--- config.mk ---
export PLATFORM = sky130hd
export DESIGN_NAME = ttl_event_scheduler
export DESIGN_NICKNAME = d
export VERILOG_FILES = /design/src/rtl/ttl_event_scheduler.sv
export SDC_FILE = /design/constraint.sdc
export NUM_CORES = 2
export LEC_CHECK = 0
export CAP_MARGIN = 10
export CORE_ASPECT_RATIO = 1.4
export CORE_MARGIN = 10
export CORE_UTILIZATION = 62
export CTS_BUF_LIST = sky130_fd_sc_hd__clkbuf_2
export DETAILED_ROUTE_END_ITERATION = 12
export GPL_ROUTABILITY_DRIVEN = 0
export GPL_TIMING_DRIVEN = 0
export PLACE_DENSITY = 0.81
export SYNTH_ARGS = -nofsm -noshare
export SYNTH_HDL_FRONTEND = slang
export SYNTH_SLANG_ARGS = --single-unit
--- constraint.sdc ---
create_clock -name clk -period 21.7 [get_ports clk]
set_input_delay 4.34 -clock clk [delete_from_list [all_inputs] [get_ports clk]]
set_output_delay 4.34 -clock clk [all_outputs]
set_load 0.005 [all_outputs]
--- src/rtl/ttl_event_scheduler.sv ---
// Timestamped event queue feeding a TTL_Controller: holds the head entry until the
// global timeline reaches its timestamp, then emits a one-cycle fire strobe.
module ttl_event_scheduler #(
  parameter int unsigned DEPTH = 16,
  parameter int unsigned CNT_W = 16
) (
  input  logic                     clk,
  input  logic                     reset,
  input  logic [63:0]              counter,
  input  logic                     enable,
  input  logic                     flush,
  input  logic                     clear_errors,
  input  logic                     wr_en,
  input  logic [63:0]              wr_timestamp,
  input  logic [63:0]              wr_value,
  output logic                     full,
  output logic                     empty,
  output logic [$clog2(DEPTH):0]   fifo_count,
  output logic                     armed,
  output logic                     counter_matched,
  output logic [127:0]             gpo_in,
  output logic                     overflow,
  output logic                     late_error,
  output logic [CNT_W-1:0]         late_count
);

  localparam int unsigned AW = $clog2(DEPTH);
  localparam int unsigned CW = AW + 1;

  typedef struct packed {
    logic [63:0] ts;
    logic [63:0] value;
  } entry_t;

  typedef enum logic [1:0] {IDLE, LOAD, ARMED, FIRE} state_t;

  state_t          state_q, state_d;
  entry_t          mem [DEPTH];
  entry_t          hold;
  logic [AW-1:0]   wptr, rptr;
  logic [CW-1:0]   count_d;
  logic            push_ok, ovf_go;
  logic            load, fire_go, late_go;

  // Push side: a pop in the same cycle never makes room for the push.
  always_comb begin
    push_ok = wr_en && !full && !flush;
    ovf_go  = wr_en && full && !flush;
    count_d = fifo_count;
    if (flush) count_d = '0;
    else       count_d = fifo_count + CW'(push_ok) - CW'(load);
  end

  // Sequencer next-state; flush overrides every transition and action.
  always_comb begin
    state_d = state_q;
    load    = 1'b0;
    fire_go = 1'b0;
    late_go = 1'b0;
    unique case (state_q)
      IDLE:  if (enable && !empty) state_d = LOAD;
      LOAD: begin
        load    = 1'b1;
        state_d = ARMED;
      end
      ARMED: begin
        if (enable) begin
          if (counter == hold.ts) begin
            fire_go = 1'b1;
            state_d = FIRE;
          end else if (counter > hold.ts) begin
            late_go = 1'b1;
            state_d = IDLE;
          end
        end
      end
      FIRE:  state_d = (enable && !empty) ? LOAD : IDLE;
      default: state_d = IDLE;
    endcase
    if (flush) begin
      state_d = IDLE;
      load    = 1'b0;
      fire_go = 1'b0;
      late_go = 1'b0;
    end
  end

  // Storage array carries no reset; validity is tracked by the pointers and count.
  always_ff @(posedge clk) begin
    if (push_ok) mem[wptr] <= entry_t'({wr_timestamp, wr_value});
  end

  always_ff @(posedge clk) begin
    if (reset) begin
      state_q         <= IDLE;
      wptr            <= '0;
      rptr            <= '0;
      fifo_count      <= '0;
      full            <= 1'b0;
      empty           <= 1'b1;
      hold            <= '0;
      armed           <= 1'b0;
      counter_matched <= 1'b0;
      gpo_in          <= '0;
      overflow        <= 1'b0;
      late_error      <= 1'b0;
      late_count      <= '0;
    end else begin
      state_q    <= state_d;
      fifo_count <= count_d;
      full       <= (count_d == CW'(DEPTH));
      empty      <= (count_d == '0);

      if (flush)        wptr <= '0;
      else if (push_ok) wptr <= wptr + AW'(1);

      if (flush)     rptr <= '0;
      else if (load) rptr <= rptr + AW'(1);

      if (load) hold <= mem[rptr];

      armed           <= (state_d == ARMED);
      counter_matched <= fire_go;
      if (fire_go) gpo_in <= hold;

      // A new error in the same cycle as clear_errors takes precedence.
      overflow   <= ovf_go  || (overflow   && !clear_errors);
      late_error <= late_go || (late_error && !clear_errors);
      if (late_go) begin
        if (clear_errors)                         late_count <= CNT_W'(1);
        else if (late_count != {CNT_W{1'b1}})     late_count <= late_count + CNT_W'(1);
      end else if (clear_errors) begin
        late_count <= '0;
      end
    end
  end

endmodule

==> summary.md <==
| Metric | Value |
|---|---|
| Largest net degree at the start of global routing | 24 |
| DP Cell Count | 6836 |
| Buffers on Ports | 350 |
| Most common library cells after synthesis | 2048 x edfxtp_1, 640 x mux4_2, 542 x nand2_1 |
| Share of the synthesized area in the top cell type | 0.6924 |
| Synth unique cells | 51 |
| Max Freq | 140.0 MHz |
| Max cap viols | 0 |
| Chip height | ~470 µm |
| CTS Sinks | 2341 |
| Drt first-iter violations | 6283 |
| Synthesized area | 0.08882 mm² |
| Via count | approximately 50000 |
| Post-cts hold buffer count | 0 |
| Initial antenna violation count | 45 |
| Critical path arrival | 2.80 ns |
| Core outline area | 0.1426 mm² |
| Crit path buf inv count | 1 |
| Top-count cell post-synth | edfxtp_1 |
| Avg WL per Cell | 30.33 µm |
| Clock transition at path regs | 0.11 ns |
| Num CTS Buffers | about 540 |
| Mapped Cells | around 4400 |
| CTS tree | built |
| Sequential-to-total area share from yosys stat | 0.7584 |
| DR DRC count | 0 |
| Worst path top cell family by delay | buffers and inverters |
| Area grow syn2layout | 15.43% |
| Max incr delay on CP | 0.57 ns |
| Global-route usage over all layers | 0.2976 |
| Number of synthesized flops with an enable pin | 2048 |
| Worst-path maximum fanout | 2 |
| Hold WC Path Type | reg2reg |
| Worst path cell trace | clkdlybuf4s50_1 |
| Maximum clock insertion buffer count | 4 |
| I/O pin total | 353 |
| Slew Viols, Final | 0 |
| Non-filler cells in the finished layout | 7792 |
| Register area | between 0.06 and 0.07 mm² |
| Avg Inst Size Synth | ~20 µm² |
| Number of vias per cell | 6.410 |
| Root buffer cell | clkbuf_2 |
| First-pass GRT wire length | roughly 340000 µm |
| Filler cells | about 8200 |
| Setup-failing EPs final | 0 |
| Final wirelength | roughly 240000 µm |
| Outcome | finished, final reports clean |
| Number of synthesized register bits | about 2300 |
| Setup Skew | 0.1057 ns |
| Dpl hpwl | 155100 µm |
| Synth area leaders | edfxtp_1 69%, mux4_2 16%, dfxtp_1 6.6%, nand2_1 2.3%, a21oi_1 1.7% |
| Asr flop ratio synth | 0 |
| Final Critical Period | 7.144 ns |
| Prevailing post-synth register cell | edfxtp_1 |
| Number of nets with antenna violations after routing | 0 |
| Setup TNS | 0 ns |
| Crit. End Element | output pin |
| Post-cts sizing count | 0 |
| Critical path's slowest cell | clkdlybuf4s50_1 |
| P_leak | 32.34 nW |
| GR Overflow Total | 0 |
| Number of global-route vias before repair | 51760 |
| Fraction of layout cells with a size suffix above 1 | 0.2983 |
| Syn. warnings | 0 |
| Post-synth top area cell | edfxtp_1 |
| Die X | 339.9 µm |
| Starting density of the core | 0.6228 |
| CP required | 17.36 ns |
| Pwr dens | between 70 and 80 mW/mm² |
| Startpoint Class | flip-flop |
| # Post-CTS Setup Buffers | 0 |
| Area of the multi-input gates | 0.02027 mm² |
| Worst-margin pin slew | 1.424 ns |
| Clock Latency Late Sink | 1.78 ns |
| Final #Nets | 5742 |
| Die area | 0.1590 mm² |
| Row count | 164 |
| Critical path class | reg2out |
| Final period utilization | 0.3292 |
| Hold Vio Cnt, Final | 0 |
| H-tree depth | 6 |
| Pre-antenna DRT Iters | 8 |
| Max VDD drop | 0.05747 mV |
| Synthesized Nets | around 4700 |
| Unrepaired setup endpoints after global routing | no |
| Worst rel slew slack | 0.05048 |
[area by class of cell]
type / count / share of cell area
flip-flops and latches: 2341 / 0.6570
diodes: 29 / 0.0007078
inverters: 75 / 0.002746
clock buffers: 785 / 0.03832
plain buffers: 239 / 0.01010
well taps: 1909 / 0.02330
clock inverters: 139 / 0.007737
repair buffers: 516 / 0.06230
multi-input cells: 1759 / 0.1977
[logic make-up (layout without fill, tap and decap cells)]
logic type,Yosys count,in the layout,synth area share
simple gates,686,686,0.03224
mux,640,640,0.1623
xor+xnor,10,10,0.0009860
fa+ha+maj,76,76,0.01079
buf+inv,314,1754,0.01478
flops,2341,2341,0.7584
compound gates,347,347,0.02052
other cells,0,29,0
[report_power, final]
group	internal (W)	switching (W)	total, W	leakage (nW)
registers	0.00490	0.00000638	0.00491	20.8
logic	0.0000794	0.000119	0.000199	7.87
clock network	0.00107	0.00168	0.00274	3.67
[stage by stage]
step	hold slack, ns	cell area (µm²)	setup WS [ns]	util	total power (W)
6_report	0.4256	102500	14.56	0.7189	0.007852
5_1_grt	0.4126	102500	14.42	0.7186	0.008107
4_1_cts	0.4088	102400	14.38	0.7181	0.007875
3_5_place_dp	0.4442	97690	13.26	0.6850	0.005206
3_3_place_gp	0.4392	94720	-4.613	0.6642	0.005196
2_1_floorplan	0.4366	88820	6.872	-	0.005082
[registers in the layout (all words and copies together), names as in the netlist]
register and flops:
armed 1, counter_matched 1, empty 1, fifo_count 5
full 1, gpo_in 128, hold 128, late_count 16
late_error 1, mem 2048, overflow 1, rptr 4
state_q 2, wptr 4
[cells in the final DEF, fill, tap and decap left out, types with 75 or more instances in the layout]
| master | count |
|---|---|
| edfxtp_1 | 2048 |
| clkbuf_2 | 789 |
| mux4_2 | 640 |
| nand2_1 | 542 |
| clkdlybuf4s50_1 | 350 |
| a21oi_1 | 301 |
| dfxtp_1 | 293 |
| clkbuf_1 | 133 |
| clkinv_1 | 98 |
| buf_2 | 77 |
| inv_1 | 75 |
| ha_1 | 75 |
[final timing paths]
path              slack [ns]                       end               startpoint  depth (start not counted)
setup / recovery       14.56                gpo_in[11]  gpo_in[11]$_SDFFE_PP0P_                          1
hold / removal          0.43  gpo_in[111]$_SDFFE_PP0P_   hold[111]$_SDFFE_PP0P_                          2
hold reg to reg         0.43  gpo_in[111]$_SDFFE_PP0P_   hold[111]$_SDFFE_PP0P_                          2
setup reg to reg       16.87  gpo_in[103]$_SDFFE_PP0P_   hold[103]$_SDFFE_PP0P_                         10
[per-layer routing]
metal	track usage	part of all wire
met5	0	0.0016
met1	0.3689	0.33
met4	0.1323	0.041
met3	0.1160	0.14
met2	0.4668	0.48
Power figures use the tool's default switching activity.
